[config.mk]
export PLATFORM = sky130hd
export DESIGN_NAME = fifo_serial_tx
export DESIGN_NICKNAME = d
export VERILOG_FILES = /design/src/rtl/fifo_serial_tx.sv
export SDC_FILE = /design/constraint.sdc
export NUM_CORES = 1
export LEC_CHECK = 0
export ABC_AREA = 1
export BUFFER_PORTS_ARGS = -buffer_cell sky130_fd_sc_hd__buf_2
export CAP_MARGIN = 20
export CORE_MARGIN = 10
export CORE_UTILIZATION = 25
export CTS_CLUSTER_DIAMETER = 50
export DETAILED_ROUTE_END_ITERATION = 8
export PLACE_DENSITY = 0.43
export SLEW_MARGIN = 15
export SYNTH_ARGS = -nofsm -noshare
export SYNTH_HDL_FRONTEND = slang
export SYNTH_SLANG_ARGS = --single-unit
[constraint.sdc]
create_clock -name clk -period 2.3 [get_ports clk]
set_input_delay 0.115 -clock clk [delete_from_list [all_inputs] [get_ports clk]]
set_output_delay 0.115 -clock clk [all_outputs]
set_load 0.02 [all_outputs]
[src/rtl/fifo_serial_tx.sv]
// fifo_serial_tx
// Drain side of a first-word-fall-through FIFO. Pops one word at a time and
// shifts it out MSB-first on a 3-wire SPI-style link (sclk/sdata/cs_n), paced
// by a clk divider and followed by a fixed inter-frame gap with cs_n high.
//
// Ports
//   clk         in   sole clock, rising edge
//   reset       in   synchronous, active-high
//   enable      in   allows new frames to start (sampled in IDLE only)
//   fifo_empty  in   FIFO empty flag
//   fifo_data   in   FIFO head word, valid whenever fifo_empty = 0
//   fifo_rd_en  out  pop strobe (combinational, IDLE only)
//   sclk        out  serial clock, idle low
//   sdata       out  serial data, changes only while sclk is low
//   cs_n        out  frame select, active low
//   busy        out  high whenever the FSM is not in IDLE
//   frame_done  out  one-cycle pulse in the first GAP cycle
//   dbg_state   out  current FSM state (IDLE=0, SHIFT=1, GAP=2)
//
// FIFO handshake: the FIFO presents fifo_data whenever fifo_empty is low.
// fifo_rd_en is a pop strobe; the word on fifo_data is consumed by this block
// and the FIFO advances on the same rising edge where fifo_rd_en is high.
// There is no back-pressure toward the FIFO beyond not asserting fifo_rd_en.
module fifo_serial_tx #(
   parameter int DATA_WIDTH = 16,
   parameter int CLK_DIV    = 4,
   parameter int GAP_CYCLES = 2
) (
   input  logic                  clk,
   input  logic                  reset,
   input  logic                  enable,
   input  logic                  fifo_empty,
   input  logic [DATA_WIDTH-1:0] fifo_data,
   output logic                  fifo_rd_en,
   output logic                  sclk,
   output logic                  sdata,
   output logic                  cs_n,
   output logic                  busy,
   output logic                  frame_done,
   output logic [1:0]            dbg_state
);

   localparam int DIV_W = (CLK_DIV > 1) ? $clog2(CLK_DIV) : 1;
   localparam int BIT_W = (DATA_WIDTH > 1) ? $clog2(DATA_WIDTH) : 1;
   localparam int GAP_W = (GAP_CYCLES > 0) ? $clog2(GAP_CYCLES + 1) : 1;

   typedef enum logic [1:0] {
      IDLE  = 2'd0,
      SHIFT = 2'd1,
      GAP   = 2'd2
   } state_t;

   state_t                state_q, state_d;
   logic [DATA_WIDTH-1:0] shreg_q, shreg_d;
   logic [DIV_W-1:0]      div_q, div_d;
   logic [BIT_W-1:0]      bitcnt_q, bitcnt_d;
   logic [GAP_W-1:0]      gap_q, gap_d;
   logic                  sclk_q, sclk_d;
   logic                  cs_n_q, cs_n_d;
   logic                  sdata_q, sdata_d;
   logic                  done_q, done_d;
   logic                  rd_en;

   always_ff @(posedge clk) begin
      if (reset) begin
         state_q  <= IDLE;
         shreg_q  <= '0;
         div_q    <= '0;
         bitcnt_q <= '0;
         gap_q    <= '0;
         sclk_q   <= 1'b0;
         cs_n_q   <= 1'b1;
         sdata_q  <= 1'b0;
         done_q   <= 1'b0;
      end else begin
         state_q  <= state_d;
         shreg_q  <= shreg_d;
         div_q    <= div_d;
         bitcnt_q <= bitcnt_d;
         gap_q    <= gap_d;
         sclk_q   <= sclk_d;
         cs_n_q   <= cs_n_d;
         sdata_q  <= sdata_d;
         done_q   <= done_d;
      end
   end

   always_comb begin
      state_d  = state_q;
      shreg_d  = shreg_q;
      div_d    = div_q;
      bitcnt_d = bitcnt_q;
      gap_d    = gap_q;
      sclk_d   = sclk_q;
      cs_n_d   = cs_n_q;
      done_d   = 1'b0;
      rd_en    = 1'b0;

      case (state_q)
         IDLE: begin
            // reset is folded in so no word is popped (and lost) while the
            // register reset is overriding the load below.
            rd_en = enable && !fifo_empty && !reset;
            if (rd_en) begin
               shreg_d  = fifo_data;
               bitcnt_d = '0;
               div_d    = '0;
               sclk_d   = 1'b0;
               cs_n_d   = 1'b0;
               state_d  = SHIFT;
            end
         end

         SHIFT: begin
            if (div_q == DIV_W'(CLK_DIV - 1)) begin
               div_d  = '0;
               sclk_d = ~sclk_q;
               // Data moves only on the falling toggle so sdata is stable
               // for the whole high phase of sclk.
               if (sclk_q) begin
                  shreg_d  = shreg_q << 1;
                  bitcnt_d = bitcnt_q + BIT_W'(1);
                  if (bitcnt_q == BIT_W'(DATA_WIDTH - 1)) begin
                     bitcnt_d = '0;
                     sclk_d   = 1'b0;
                     cs_n_d   = 1'b1;
                     done_d   = 1'b1;
                     gap_d    = '0;
                     state_d  = GAP;
                  end
               end
            end else begin
               div_d = div_q + DIV_W'(1);
            end
         end

         GAP: begin
            if (gap_q == GAP_W'(GAP_CYCLES - 1)) begin
               gap_d   = '0;
               state_d = IDLE;
            end else begin
               gap_d = gap_q + GAP_W'(1);
            end
         end

         default: begin
            state_d = IDLE;
         end
      endcase

      sdata_d = cs_n_d ? 1'b0 : shreg_d[DATA_WIDTH-1];
   end

   assign fifo_rd_en = rd_en;
   assign sclk       = sclk_q;
   assign sdata      = sdata_q;
   assign cs_n       = cs_n_q;
   assign busy       = (state_q != IDLE);
   assign frame_done = done_q;
   assign dbg_state  = state_q;

endmodule

==> PnR_summary.wiki <==
{| class="wikitable"
! Metric !! Value
|-
| # placed instances || 303
|-
| GRT overflow || 0
|-
| Ys flop type || sky130_fd_sc_hd__dfxtp_1
|-
| Post-CTS sizing || 0
|-
| Count of max-cap constraint violations || 0
|-
| Delay contributed by the slowest stage of the critical path || about 0.42 ns
|-
| Largest net degree at the start of global routing || 22
|-
| Portion of the post-synthesis area used by sequential elements || 0.432
|-
| Peak supply drop || around 0.26 mV
|-
| Switching power || roughly 290 uW
|-
| Final routed wirelength across all metal layers || roughly 3.4 mm
|-
| Synthesized flop and latch total || 30
|-
| Clock Sinks || 30
|-
| Placement Rows || 27
|-
| Port buffer count || 27
|-
| Combinational share of power || 0.118
|-
| Sequential Power Share || 0.493
|-
| Post-synthesis instance area || 1390 sq um
|-
| Leakage || about 0.00085 uW
|-
| Clock transition time at the flip-flop clock pins of the worst setup and hold paths || approximately 0.060 ns
|-
| Critical path required time || 2.18 ns
|-
| CTS max path bufs || 2
|-
| Chip Width || approximately 95 microns
|-
| Wire length of the first global-routing pass || 6.10 mm
|-
| Class of the most critical setup path || reg -> out
|-
| Sequence of cells on the critical path || nor2_2 > inv_1 > nor2_4 > buf_2
|-
| Power density over cell area || around 660 nW/um^2
|-
| Number of slew-limit violations in the final report || 0
|-
| Switching share of power || 0.262
|-
| Ys Warns || 0
|-
| Crit path DAT || about 1.6 ns
|-
| Die Ht || 94.6 microns
|-
| Minimum clock period || 1.71 ns
|-
| Cell with the most instances after synthesis || sky130_fd_sc_hd__nand2_1
|-
| Post-Syn Instances || roughly 210
|-
| Unrepaired setup endpoints after global routing || no
|-
| Overall via count from detail_route || around 1300
|-
| Most utilized layer in the global route result || met2
|-
| Iter 0 DRT Violations || 37
|-
| Met3 Usage GRT || 0.0341
|-
| Fin crit share || 0.744
|-
| Transition time of the tightest slew-check pin || between 0.4 and 0.5 ns
|-
| Number of standard cells in the layout, taps in and fillers out || approximately 310
|-
| Starting density of the core || 0.256
|-
| Share of flip-flops with an asynchronous set or reset || 0
|-
| I/O pin count || 28
|-
| Vias in the first global route || approximately 1300
|-
| Crit path capture type || primary output
|-
| Post-Route Skew || between 0.004 and 0.005 ns
|-
| PnR Total Power || approximately 1100 uW
|-
| Met1 global-route usage || 0.0992
|-
| Final sum of negative setup slack || 0 ns
|-
| Vias per inst || slightly above 4
|-
| Die Footprint || just under 9000 sq um
|-
| Syn_area_per_cell || ~6.7 sq um
|-
| Number of routed nets with antenna violations || 0
|-
| Post-synth EDFFs || 0
|-
| Number of antenna violations at the first check in global routing || 0
|-
| Worst-path fanout max || 19
|-
| Number of buffers created by CTS || 5
|-
| Library cell used as clock root buffer || sky130_fd_sc_hd__clkbuf_8
|-
| Worst slew margin || 0.678
|-
| Number of detailed-routing iterations run before antenna repair || 4
|-
| Setup bufs post-CTS || 0
|-
| M2 GR Usage || 0.134
|-
| Fraction of layout cells with a size suffix above 1 || 0.209
|-
| Total of fill cells in the finished design || between 600 and 700
|-
| Clock tree from TritonCTS || built
|-
| Result of the run || completed
|-
| Detailed placer's ending HPWL || ~2.5 mm
|-
| Nets || 260
|-
| Layout-stage area growth over the synthesis result || 21.3%
|-
| Routed wire length per instance || approximately 11 microns
|-
| Gr usage total || 0.0853
|-
| Slowest cell on the critical path || sky130_fd_sc_hd__nor2_4
|-
| Final hold violations || 0
|-
| Setup-failing EPs final || 0
|-
| Number of diodes || 0
|-
| Type of the tightest min-delay check || in -> reg
|-
| Top cells by area in the synthesized netlist || sky130_fd_sc_hd__dfxtp_1 (43%), sky130_fd_sc_hd__nand2_1 (27%), sky130_fd_sc_hd__inv_1 (4.6%), sky130_fd_sc_hd__nor2_1 (3.2%), sky130_fd_sc_hd__o21ai_0 (2.9%)
|-
| Post-route DRC || 0
|-
| Most area-hungry cell type in the Yosys netlist || sky130_fd_sc_hd__dfxtp_1
|-
| Clock latency on the worst-skew pair || ~0.28 ns
|-
| Startpoint class of the critical path || register
|-
| Max Freq || around 0.58 GHz
|-
| List of most frequent post-synthesis cells || sky130_fd_sc_hd__nand2_1 (101), sky130_fd_sc_hd__dfxtp_1 (30), sky130_fd_sc_hd__inv_1 (17)
|-
| Global placer's final weighted congestion || approximately 0.76
|-
| Post-cts hold buffer count || 0
|-
| Syn nets || 229
|-
| H-Tree Level Count || 2
|-
| Distinct cell type count after synthesis || 23
|-
| Area share of the largest cell type after synthesis || 0.432
|-
| Internal || roughly 820 uW
|-
| Clock share of power || 0.389
|-
| Core outline area || 5440 sq um
|}
final cells by class:
cell class	instances	area [sq um]	share of cell area
multi-input combinational	151	676	0.401
sequential	30	601	0.356
clock buffer	7	86.3	0.0512
tap	72	90.1	0.0534
inverter	21	78.8	0.0467
clock inverter	1	5.00	0.00297
timing repair buffer	29	150	0.0890
through the flow:
step	utilization	area (sq um)	worst slack [ns]	hold WS [ns]
after floorplan	-	1390	0.916	0.184
after global placement	0.293	1600	0.826	0.336
after detailed placement	0.293	1600	0.831	0.335
after CTS	0.310	1690	0.572	0.0465
after global routing	0.310	1690	0.485	0.0662
final	0.310	1690	0.588	0.0536
placed cells by master (no fill, tap or decap), drive strengths merged, types with 2 or more instances in the layout:
| master | instances |
|---|---|
| nand2 | 104 |
| dfxtp | 30 |
| buf | 29 |
| inv | 21 |
| nor2 | 16 |
| o21ai | 9 |
| nand3 | 9 |
| clkbuf | 7 |
| a21oi | 5 |
| nand4 | 2 |
| ha | 2 |
cells by family (layout without fill, tap and decap cells):
logic type	after synthesis	count (layout)	share of synthesized area
buffers and inverters	26	58	0.0819
AND/OR/NAND/NOR	132	132	0.401
XOR/XNOR	1	1	0.00630
AO/OA/AOI/OAI	16	16	0.0612
flip-flops	30	30	0.432
adder cells (fa/ha/maj)	2	2	0.0180
critical path: cells and delay by family (launching register included):
kind,cells,cell delay (ns)
and+or+nand+nor,2,0.58
buffers and inverters,2,0.37
DFF,1,0.37
flip-flops by register name, indices dropped and copies added, names as in the netlist:
register	cells
bitcnt_q	4
cs_n	1
dbg_state	2
div_q	2
frame_done	1
gap_q	2
sclk	1
sdata	1
shreg_q	16
final timing paths:
path | startpoint | to | slack [ns] | cells after the start
max | dbg_state[1] | fifo_rd_en | 0.59 | 4
max reg2reg | dbg_state[1] | shreg_q[15] | 0.83 | 6
min | fifo_data[0] | shreg_q[0] | 0.05 | 3
min reg2reg | gap_q[1] | gap_q[1] | 0.42 | 2
layer usage:
layer	wire length [microns]	part of all wire
met5	0	0
met4	53	0.015
met3	237	0.069
met2	1460	0.42
met1	1690	0.49
power groups by stage:
stage	combinational, uW	sequential [uW]	clock [uW]
finish	132	551	434
global route	154	553	479
CTS	135	551	450
detailed placement	135	562	0
global placement	136	562	0
floorplan	84.3	566	0
(Power assumes the default switching activity.)
